$ cat src/rtl/srt_div_r4_param.sv
`default_nettype none
// ============================================================================
// Module   : srt_div_r4_param
// Purpose  : Multi-cycle radix-4 SRT unsigned divider, digit set {-2..+2},
//            on-the-fly quotient conversion and final remainder correction.
// Revision : 1.0  initial release
// ============================================================================
module srt_div_r4_param #(
    parameter int WIDTH = 8
) (
    input  logic             clk,
    input  logic             reset,
    input  logic             start,
    input  logic [WIDTH-1:0] dividend,
    input  logic [WIDTH-1:0] divisor,
    output logic             busy,
    output logic             done,
    output logic [WIDTH-1:0] quotient,
    output logic [WIDTH-1:0] remainder,
    output logic             div_by_zero
);
    localparam int ITER = WIDTH / 2 + 1;
    localparam int PW   = WIDTH + 4;
    localparam int QW   = 2 * ITER;
    localparam int SW   = $clog2(WIDTH);
    localparam int CW   = $clog2(ITER + 1);

    typedef enum logic [2:0] {
        S_IDLE = 3'd0,
        S_NORM = 3'd1,
        S_ITER = 3'd2,
        S_CORR = 3'd3,
        S_DONE = 3'd4
    } state_t;

    state_t            state_q, state_d;
    logic [WIDTH-1:0]  num_q, num_d;
    logic [WIDTH-1:0]  den_q, den_d;
    logic [WIDTH-1:0]  dn_q, dn_d;
    logic [SW-1:0]     s_q, s_d;
    logic [PW-1:0]     p_q, p_d;
    logic [QW-1:0]     nlo_q, nlo_d;
    logic [QW-1:0]     q_q, q_d;
    logic [QW-1:0]     qm_q, qm_d;
    logic [CW-1:0]     cnt_q, cnt_d;
    logic              busy_q, busy_d;
    logic              done_q, done_d;
    logic [WIDTH-1:0]  quo_q, quo_d;
    logic [WIDTH-1:0]  rem_q, rem_d;
    logic              dbz_q, dbz_d;

    logic [SW-1:0]      lz_w;
    logic [2*WIDTH-1:0] nn_w;
    logic [PW-1:0]      wt_w;
    logic [PW-1:0]      dnx_w;
    logic signed [7:0]  est_w;
    logic [2:0]         dsel_w;
    logic signed [7:0]  m2_w, m1_w, m0_w, mn1_w;
    logic [2:0]         dig_w;
    logic [PW-1:0]      pn_w;
    logic [QW-1:0]      qn_w, qmn_w;
    logic [WIDTH-1:0]   rc_w;

    // Highest set bit wins, giving the leading-zero count of the divisor.
    always_comb begin
        lz_w = '0;
        for (int i = 0; i < WIDTH; i++) begin
            if (den_q[i]) lz_w = SW'(WIDTH - 1 - i);
        end
    end

    assign nn_w   = {{WIDTH{1'b0}}, num_q} << lz_w;
    assign wt_w   = (p_q << 2) | PW'(nlo_q[QW-1:QW-2]);
    assign dnx_w  = PW'(dn_q);
    assign est_w  = wt_w[PW-1:PW-8];
    assign dsel_w = dn_q[WIDTH-2:WIDTH-4];

    // Estimate is 4P+bits in units of Dn_msb/8; thresholds stay valid over each
    // divisor interval [8+i, 9+i) in those units, absorbing truncation error.
    always_comb begin
        m2_w = 8'sd12; m1_w = 8'sd3; m0_w = -8'sd5; mn1_w = -8'sd13;
        case (dsel_w)
            3'd0: begin m2_w = 8'sd12; m1_w = 8'sd3; m0_w = -8'sd5;  mn1_w = -8'sd13; end
            3'd1: begin m2_w = 8'sd14; m1_w = 8'sd4; m0_w = -8'sd6;  mn1_w = -8'sd15; end
            3'd2: begin m2_w = 8'sd15; m1_w = 8'sd4; m0_w = -8'sd6;  mn1_w = -8'sd16; end
            3'd3: begin m2_w = 8'sd16; m1_w = 8'sd4; m0_w = -8'sd7;  mn1_w = -8'sd18; end
            3'd4: begin m2_w = 8'sd18; m1_w = 8'sd5; m0_w = -8'sd8;  mn1_w = -8'sd20; end
            3'd5: begin m2_w = 8'sd19; m1_w = 8'sd5; m0_w = -8'sd8;  mn1_w = -8'sd21; end
            3'd6: begin m2_w = 8'sd20; m1_w = 8'sd5; m0_w = -8'sd9;  mn1_w = -8'sd23; end
            default: begin m2_w = 8'sd22; m1_w = 8'sd6; m0_w = -8'sd10; mn1_w = -8'sd25; end
        endcase
    end

    always_comb begin
        if (est_w >= m2_w)       dig_w = 3'b010;
        else if (est_w >= m1_w)  dig_w = 3'b001;
        else if (est_w >= m0_w)  dig_w = 3'b000;
        else if (est_w >= mn1_w) dig_w = 3'b111;
        else                     dig_w = 3'b110;
    end

    always_comb begin
        pn_w  = wt_w;
        qn_w  = q_q << 2;
        qmn_w = (qm_q << 2) | QW'(3);
        case (dig_w)
            3'b010: begin
                pn_w  = wt_w - (dnx_w << 1);
                qn_w  = (q_q << 2) | QW'(2);
                qmn_w = (q_q << 2) | QW'(1);
            end
            3'b001: begin
                pn_w  = wt_w - dnx_w;
                qn_w  = (q_q << 2) | QW'(1);
                qmn_w = q_q << 2;
            end
            3'b111: begin
                pn_w  = wt_w + dnx_w;
                qn_w  = (qm_q << 2) | QW'(3);
                qmn_w = (qm_q << 2) | QW'(2);
            end
            3'b110: begin
                pn_w  = wt_w + (dnx_w << 1);
                qn_w  = (qm_q << 2) | QW'(2);
                qmn_w = (qm_q << 2) | QW'(1);
            end
            default: ;
        endcase
    end

    assign rc_w = p_q[PW-1] ? (p_q[WIDTH-1:0] + dn_q) : p_q[WIDTH-1:0];

    always_comb begin
        state_d = state_q;
        num_d   = num_q;
        den_d   = den_q;
        dn_d    = dn_q;
        s_d     = s_q;
        p_d     = p_q;
        nlo_d   = nlo_q;
        q_d     = q_q;
        qm_d    = qm_q;
        cnt_d   = cnt_q;
        quo_d   = quo_q;
        rem_d   = rem_q;
        dbz_d   = dbz_q;
        case (state_q)
            S_IDLE, S_DONE: begin
                if (start) begin
                    num_d = dividend;
                    den_d = divisor;
                    if (divisor == '0) begin
                        state_d = S_DONE;
                        dbz_d   = 1'b1;
                        quo_d   = '1;
                        rem_d   = dividend;
                    end else begin
                        state_d = S_NORM;
                        dbz_d   = 1'b0;
                    end
                end else if (state_q == S_DONE) begin
                    state_d = S_IDLE;
                end
            end
            S_NORM: begin
                s_d     = lz_w;
                dn_d    = den_q << lz_w;
                p_d     = PW'(nn_w[2*WIDTH-1:QW]);
                nlo_d   = nn_w[QW-1:0];
                q_d     = '0;
                qm_d    = '0;
                cnt_d   = '0;
                state_d = S_ITER;
            end
            S_ITER: begin
                p_d   = pn_w;
                nlo_d = nlo_q << 2;
                q_d   = qn_w;
                qm_d  = qmn_w;
                cnt_d = cnt_q + CW'(1);
                if (cnt_q == CW'(ITER - 1)) state_d = S_CORR;
            end
            S_CORR: begin
                quo_d   = p_q[PW-1] ? qm_q[WIDTH-1:0] : q_q[WIDTH-1:0];
                rem_d   = rc_w >> s_q;
                state_d = S_DONE;
            end
            default: state_d = S_IDLE;
        endcase
        busy_d = (state_d == S_NORM) || (state_d == S_ITER) || (state_d == S_CORR);
        done_d = (state_d == S_DONE);
    end

    always_ff @(posedge clk or posedge reset) begin
        if (reset) begin
            state_q <= S_IDLE;
            num_q   <= '0;
            den_q   <= '0;
            dn_q    <= '0;
            s_q     <= '0;
            p_q     <= '0;
            nlo_q   <= '0;
            q_q     <= '0;
            qm_q    <= '0;
            cnt_q   <= '0;
            busy_q  <= 1'b0;
            done_q  <= 1'b0;
            quo_q   <= '0;
            rem_q   <= '0;
            dbz_q   <= 1'b0;
        end else begin
            state_q <= state_d;
            num_q   <= num_d;
            den_q   <= den_d;
            dn_q    <= dn_d;
            s_q     <= s_d;
            p_q     <= p_d;
            nlo_q   <= nlo_d;
            q_q     <= q_d;
            qm_q    <= qm_d;
            cnt_q   <= cnt_d;
            busy_q  <= busy_d;
            done_q  <= done_d;
            quo_q   <= quo_d;
            rem_q   <= rem_d;
            dbz_q   <= dbz_d;
        end
    end

    assign busy        = busy_q;
    assign done        = done_q;
    assign quotient    = quo_q;
    assign remainder   = rem_q;
    assign div_by_zero = dbz_q;

endmodule
`default_nettype wire

$ cat config.mk
export PLATFORM = sky130hd
export DESIGN_NAME = srt_div_r4_param
export DESIGN_NICKNAME = d
export VERILOG_FILES = /design/src/rtl/srt_div_r4_param.sv
export SDC_FILE = /design/constraint.sdc
export NUM_CORES = 1
export LEC_CHECK = 0
export CORE_ASPECT_RATIO = 1.4
export CORE_MARGIN = 2
export CORE_UTILIZATION = 46
export DETAILED_ROUTE_END_ITERATION = 6
export GPL_ROUTABILITY_DRIVEN = 1
export HOLD_SLACK_MARGIN = 0.1
export PLACE_DENSITY_LB_ADDON = 0.1
export SLEW_MARGIN = 10
export SYNTH_ARGS = -nofsm -noshare
export SYNTH_HDL_FRONTEND = slang
export SYNTH_SLANG_ARGS = --single-unit
$ cat constraint.sdc
create_clock -name clk -period 10.32 [get_ports clk]
set_clock_uncertainty 0.15 [all_clocks]
set_input_delay 2.58 -clock clk [delete_from_list [all_inputs] [get_ports clk]]
set_output_delay 2.58 -clock clk [all_outputs]
set_load 0.05 [all_outputs]
==> impl_metrics.toml, run 1 <==
[run_status]
status = "complete, no violations"

[place]
gp_congestion = 0.879
hpwl_um = 13900
numPortBuffers = 37

[cells_and_area]
fillers = 1390
layout-drive-gt1-share_pct = 7.56
antennaDiodeCount = 0
areaGrowthSynthToFinish_pct = 11.1
multi_input_area_um2 = 4300
regArea_um2 = 2230
nets = 874

[synthesis]
synth.most_common_cell = "nand2_1"
synth.cell_area_um2 = 6810
ys.flop_type = "dfrtp_1"
syn_avg_cell_area_um2 = 8.63
ys_warn_count = 0
yosys-top-cells-count = "nand2_1, dfrtp_1, nor2_1"
synth_edf_count = 0
yosysUniqueCellTypes = 82
syn_nets = 861
ys_top_cells_by_area = "dfrtp_1, ha_1, nand2_1"
synth_area_leader_cell = "dfrtp_1"
ys_ff_latch = 89
yosysTopAreaCellShare_pct = 32.7
syn_inst = 789
synth-async-reset-ratio_pct = 100
synth-seq-area-share_pct = 32.7

[critical_path]
worstPathArrival_ns = 5.38
cp_max_fo = 17
r2r-start = "dn_q[4]"
required_ns = 10.44
critPathLaunch = "dn_q[4]"
end_kind = "register"
startpoint_type = "register"
path_class = "register to register"

[global_routing]
grt_max_degree = 66
grt_pass1_vias = 6232
grt_use_total_pct = 25.0
grt-ovfl-total = 0
antenna_found_initial = 0
grt_pass1_wl_um = 31300

[die]
coreArea_um2 = 14400
die_y_um = 148
die_w_um = 107
start_util_pct = 47.2
dieArea_um2 = 15800
pin_count = 38
rows = 52

[clocking]
clk-insertion-delay-late_ns = 0.36
post_cts_buffers = 0
h-tree-depth = 3
cts.path.max_buffers = 2
cts_hold_buffers = 0
cts_root_buffer = "clkbuf_16"
cts_resized = 0
clock-sinks = 89
cts_buffers = 9
cts_tree = "built"
clk_pin_slew_ns = 0.07

[sta]
hold_slack_ns = 0.337
tightest_slew_ns = 1.14
finalSetupViolations = 0
finalCriticalPeriod_ns = 5.26
tns_ns = 0
hold_viol_final = 0
post-route-period-util_pct = 51.0
rsz0062_at_grt = "no"
max_slew_margin_pct = 23.9
fmax_mhz = 190
slew_violations = 0

[routing]
ant_nets = 0
wirelength_um = 19000
vias_per_cell = 6.11
vias = 6082
drc = 0
firstDrtPassIters = 5
wl_per_cell_um = 19.1
drtIter0Drc = 336

[worst_hold_path]
hold_start = "q_q[6]"
hold_path.class = "register to register"

[run]
cap_violations = 0
-- path summary, 6_finish.rpt --
kind	end	slack (ns)	cells after the start
max in group asynchronous	nlo_q[8]	6.46	3
setup / recovery	p_q[11]	5.06	17
setup reg to reg	p_q[11]	5.06	17
hold / removal	q_q[6]	0.34	2
min in group asynchronous	remainder[7]	2.38	2
hold reg to reg	q_q[6]	0.34	2
-- cells by family (layout without fill, tap and decap cells) --
group                      count (synthesis)  count (layout)  share of synthesized area (%)
muxes                                     44              44                           7.46
and+or+nand+nor                          266             266                           18.0
buffers and inverters                     69              87                           4.21
xor gates and xnor gates                  32              32                           4.12
AOI/OAI and AO/OA                        236             236                           23.5
DFF                                       89              89                           32.7
adders and majority gates                 53              53                           10.1
-- state kept, by name, summed over array words and instances (netlist names) --
signal and count:
nlo_q 10, q_q 8, dn_q 8, remainder 8, done 1, den_q 8
num_q 8, qm_q 8, quotient 8, busy 1, s_q 3, state_q 3
p_q 11, div_by_zero 1, cnt_q 3
-- placed cells by master (no fill, tap or decap), drive strengths merged, types with 5 or more instances in the layout --
master / synthesis / final
xor2: 24 / 24
o211ai: 8 / 8
inv: 29 / 33
nor4: 5 / 5
nor3b: 6 / 6
a21o: 14 / 14
o21a: 5 / 5
a21oi: 69 / 69
buf: 12 / 5
a22oi: 10 / 10
nand2: 116 / 116
clkbuf: 28 / 9
xnor2: 8 / 8
a22o: 6 / 6
o21ai: 58 / 58
and2: 5 / 5
dfrtp: 89 / 89
mux4: 5 / 5
mux2i: 35 / 35
o22ai: 6 / 6
a211oi: 9 / 9
a31oi: 15 / 15
ha: 50 / 50
nor3: 12 / 12
clkdlybuf4s50: 0 / 37
nand2b: 6 / 6
nand3: 11 / 11
nor2b: 12 / 12
nor2: 74 / 74
-- metal layers --
layer | wire length (um) | track usage [%] | vias to the layer above
met1 | 7650 | 28.8 | 3031
li1 | - | - | 2886
met5 | 0 | 0 | -
met4 | 546 | 9.48 | 0
met2 | 10300 | 46.7 | 128
met3 | 572 | 2.95 | 37
-- stage by stage --
stage	util (%)	instance area (um2)	setup WS (ns)	instances
final	52.4	7570	5.06	996
after CTS	52.4	7570	5.06	996
after global routing	52.4	7570	4.78	996
after detailed placement	50.4	7280	4.69	980
after floorplan	-	6810	5.28	789
after global placement	50.4	7280	4.74	980
-- critical path: stages, from the launching register on --
cell      delay [ns]
dfrtp_1         0.64
nor3_1          0.66
nor2_1          0.11
ha_1            0.30
nand2_1         0.05
o21ai_1         0.24
a21oi_1         0.19
nor3b_2         0.56
nor2_1          0.13
xor2_1          0.19
ha_1            0.34
a21oi_1         0.13
nand2_1         0.07
o21ai_0         0.31
o21ai_0         0.17
o41ai_1         0.51
xnor2_1         0.22
o211ai_1        0.19
-- final cells by class --
class | count | area share [%]
inverter | 29 | 1.45
clock buffer | 9 | 2.98
multi-input combinational | 631 | 56.9
sequential | 89 | 29.4
tap | 189 | 3.12
clock inverter | 7 | 0.777
timing repair buffer | 42 | 5.39
Power of run 1 is not shown: default switching activity piles up to over one toggle a cycle in this logic, so the estimate is an artifact.
==> run 2, diff against run 1 <==
Clock period 10.32 ns to 4.9 ns, I/O delays scaled along.
==> impl_metrics.toml, run 2 (synthesis results as in run 1) <==
[run_status]
status = "complete, no violations"

[clocking]
h-tree-depth = 3
cts_root_buffer = "clkbuf_16"
cts.path.max_buffers = 2
cts_tree = "built"
clock-sinks = 89
clk_pin_slew_ns = 0.07
clk-insertion-delay-late_ns = 0.35
cts_buffers = 9
post_cts_buffers = 0

[cells_and_area]
largest_reg_flops = 11
top_register = "p_q"
fillers = 1354
nets = 886
layout_common_cells = "nand2_1, dfrtp_1, nor2_1"
areaGrowthSynthToFinish_pct = 13.5
layout_commonest_cell = "nand2_1"
top_regs = "p_q: 11 flops, nlo_q: 10 flops"
antennaDiodeCount = 0
layout-drive-gt1-share_pct = 9.52

[routing]
vias_per_cell = 5.94
top_layer = "met4"
drtIter0Drc = 354
drc = 0
wl_met2_um = 10000
firstDrtPassIters = 6
vias = 5991
met3_length_um = 687
wl_per_cell_um = 19.4
ant_nets = 0
wirelength_um = 19600
wl_met1_um = 8050

[place]
gp_congestion = 0.941
hpwl_um = 14800
numPortBuffers = 37

[die]
die_w_um = 107
start_util_pct = 47.2
die_y_um = 148
rows = 52
dieArea_um2 = 15800
pin_count = 38
coreArea_um2 = 14400

[global_routing]
grt_use_total_pct = 25.7
grt-ovfl-total = 0
grt_max_degree = 56
grt_pass1_vias = 6084
antenna_found_initial = 0
grt_pass1_wl_um = 31700

[sta]
fmax_mhz = 216
tightest_slew_ns = 1.04
hold_viol_final = 0
finalCriticalPeriod_ns = 4.62
post-route-period-util_pct = 94.4
rsz0062_at_grt = "no"
slew_violations = 0
tns_ns = 0
max_slew_margin_pct = 30.7
finalSetupViolations = 0

[critical_path]
path_class = "register to register"
critPathBufInv = 0
startpoint_type = "register"
required_ns = 5.03
end_kind = "register"
reg2reg_depth = 16
rrSetupSlack_ns = 0.28
path_depth = 16
crit_path_max_incr_delay_ns = 0.58
crit_slowest_cell = "dfrtp_1"
cp_max_fo = 12
worstPathArrival_ns = 4.76
timing.critical_path.mode_cell = "a21o_1"
cp_top_family = "compound AO/OA/AOI/OAI gates"
path_cells = "nand2_1 -> o22ai_1 -> ha_1 -> nor2b_1 -> o21ai_1 -> a31oi_2 -> or3b_4 -> mux2_2 -> fa_1 -> a21o_1 -> a21o_1 -> a21o_1 -> o41a_1 -> xnor2_1 -> a221oi_1 -> a22o_1"

[worst_hold_path]
hold_path.class = "register to register"
hold_path_depth = 2

[run]
cap_violations = 0
-- run 2: repair_timing --
item	4_1_cts	5_1_grt
setup endpoints to repair	0	3
hold buffers	0	0
gates resized for setup	0	6
-- run 2: worst reg2reg max path, cell delays in order, from the launching register on --
cell	delay, ns
dfrtp_1	0.58
nand2_1	0.17
o22ai_1	0.20
ha_1	0.26
nor2b_1	0.11
o21ai_1	0.09
a31oi_2	0.33
or3b_4	0.45
mux2_2	0.31
fa_1	0.43
a21o_1	0.17
a21o_1	0.20
a21o_1	0.20
o41a_1	0.33
xnor2_1	0.13
a221oi_1	0.27
a22o_1	0.19
-- run 2: path summary, 6_finish.rpt --
path / to / from
min in group asynchronous: remainder[0] / reset
setup reg to reg: p_q[8] / dn_q[4]
hold reg to reg: q_q[7] / q_q[7]
setup / recovery: p_q[8] / dn_q[4]
hold / removal: q_q[7] / q_q[7]
max in group asynchronous: dn_q[3] / reset
-- run 2: stage by stage --
step	cell area, um2	instances	setup slack (ns)	hold slack [ns]	utilization [%]
6_report	7730	1008	0.275	0.332	53.5
5_1_grt	7730	1008	0.00428	0.379	53.5
4_1_cts	7700	1008	0.251	0.335	53.3
3_5_place_dp	7370	992	0.289	0.319	51.1
3_3_place_gp	7370	992	0.363	0.317	51.1
2_1_floorplan	6810	789	0.439	0.299	-
-- run 2: final cells by class --
class | instances | area [um2] | area share, %
Timing Repair Buffer | 54 | 498 | 6.44
Clock buffer | 9 | 225 | 2.91
Tap cell | 189 | 236 | 3.06
Clock inverter | 7 | 100 | 1.30
Inverter | 29 | 110 | 1.42
Sequential cell | 89 | 2230 | 28.8
Multi-Input combinational cell | 631 | 4330 | 56.0
-- run 2: layer usage --
layer | GRT usage [%] | up-vias
li1 | - | 2902
met2 | 45.9 | 156
met3 | 3.88 | 42
met5 | 0 | -
met4 | 11.7 | 0
met1 | 30.0 | 2891
Power of run 2 is left out for the same reason.
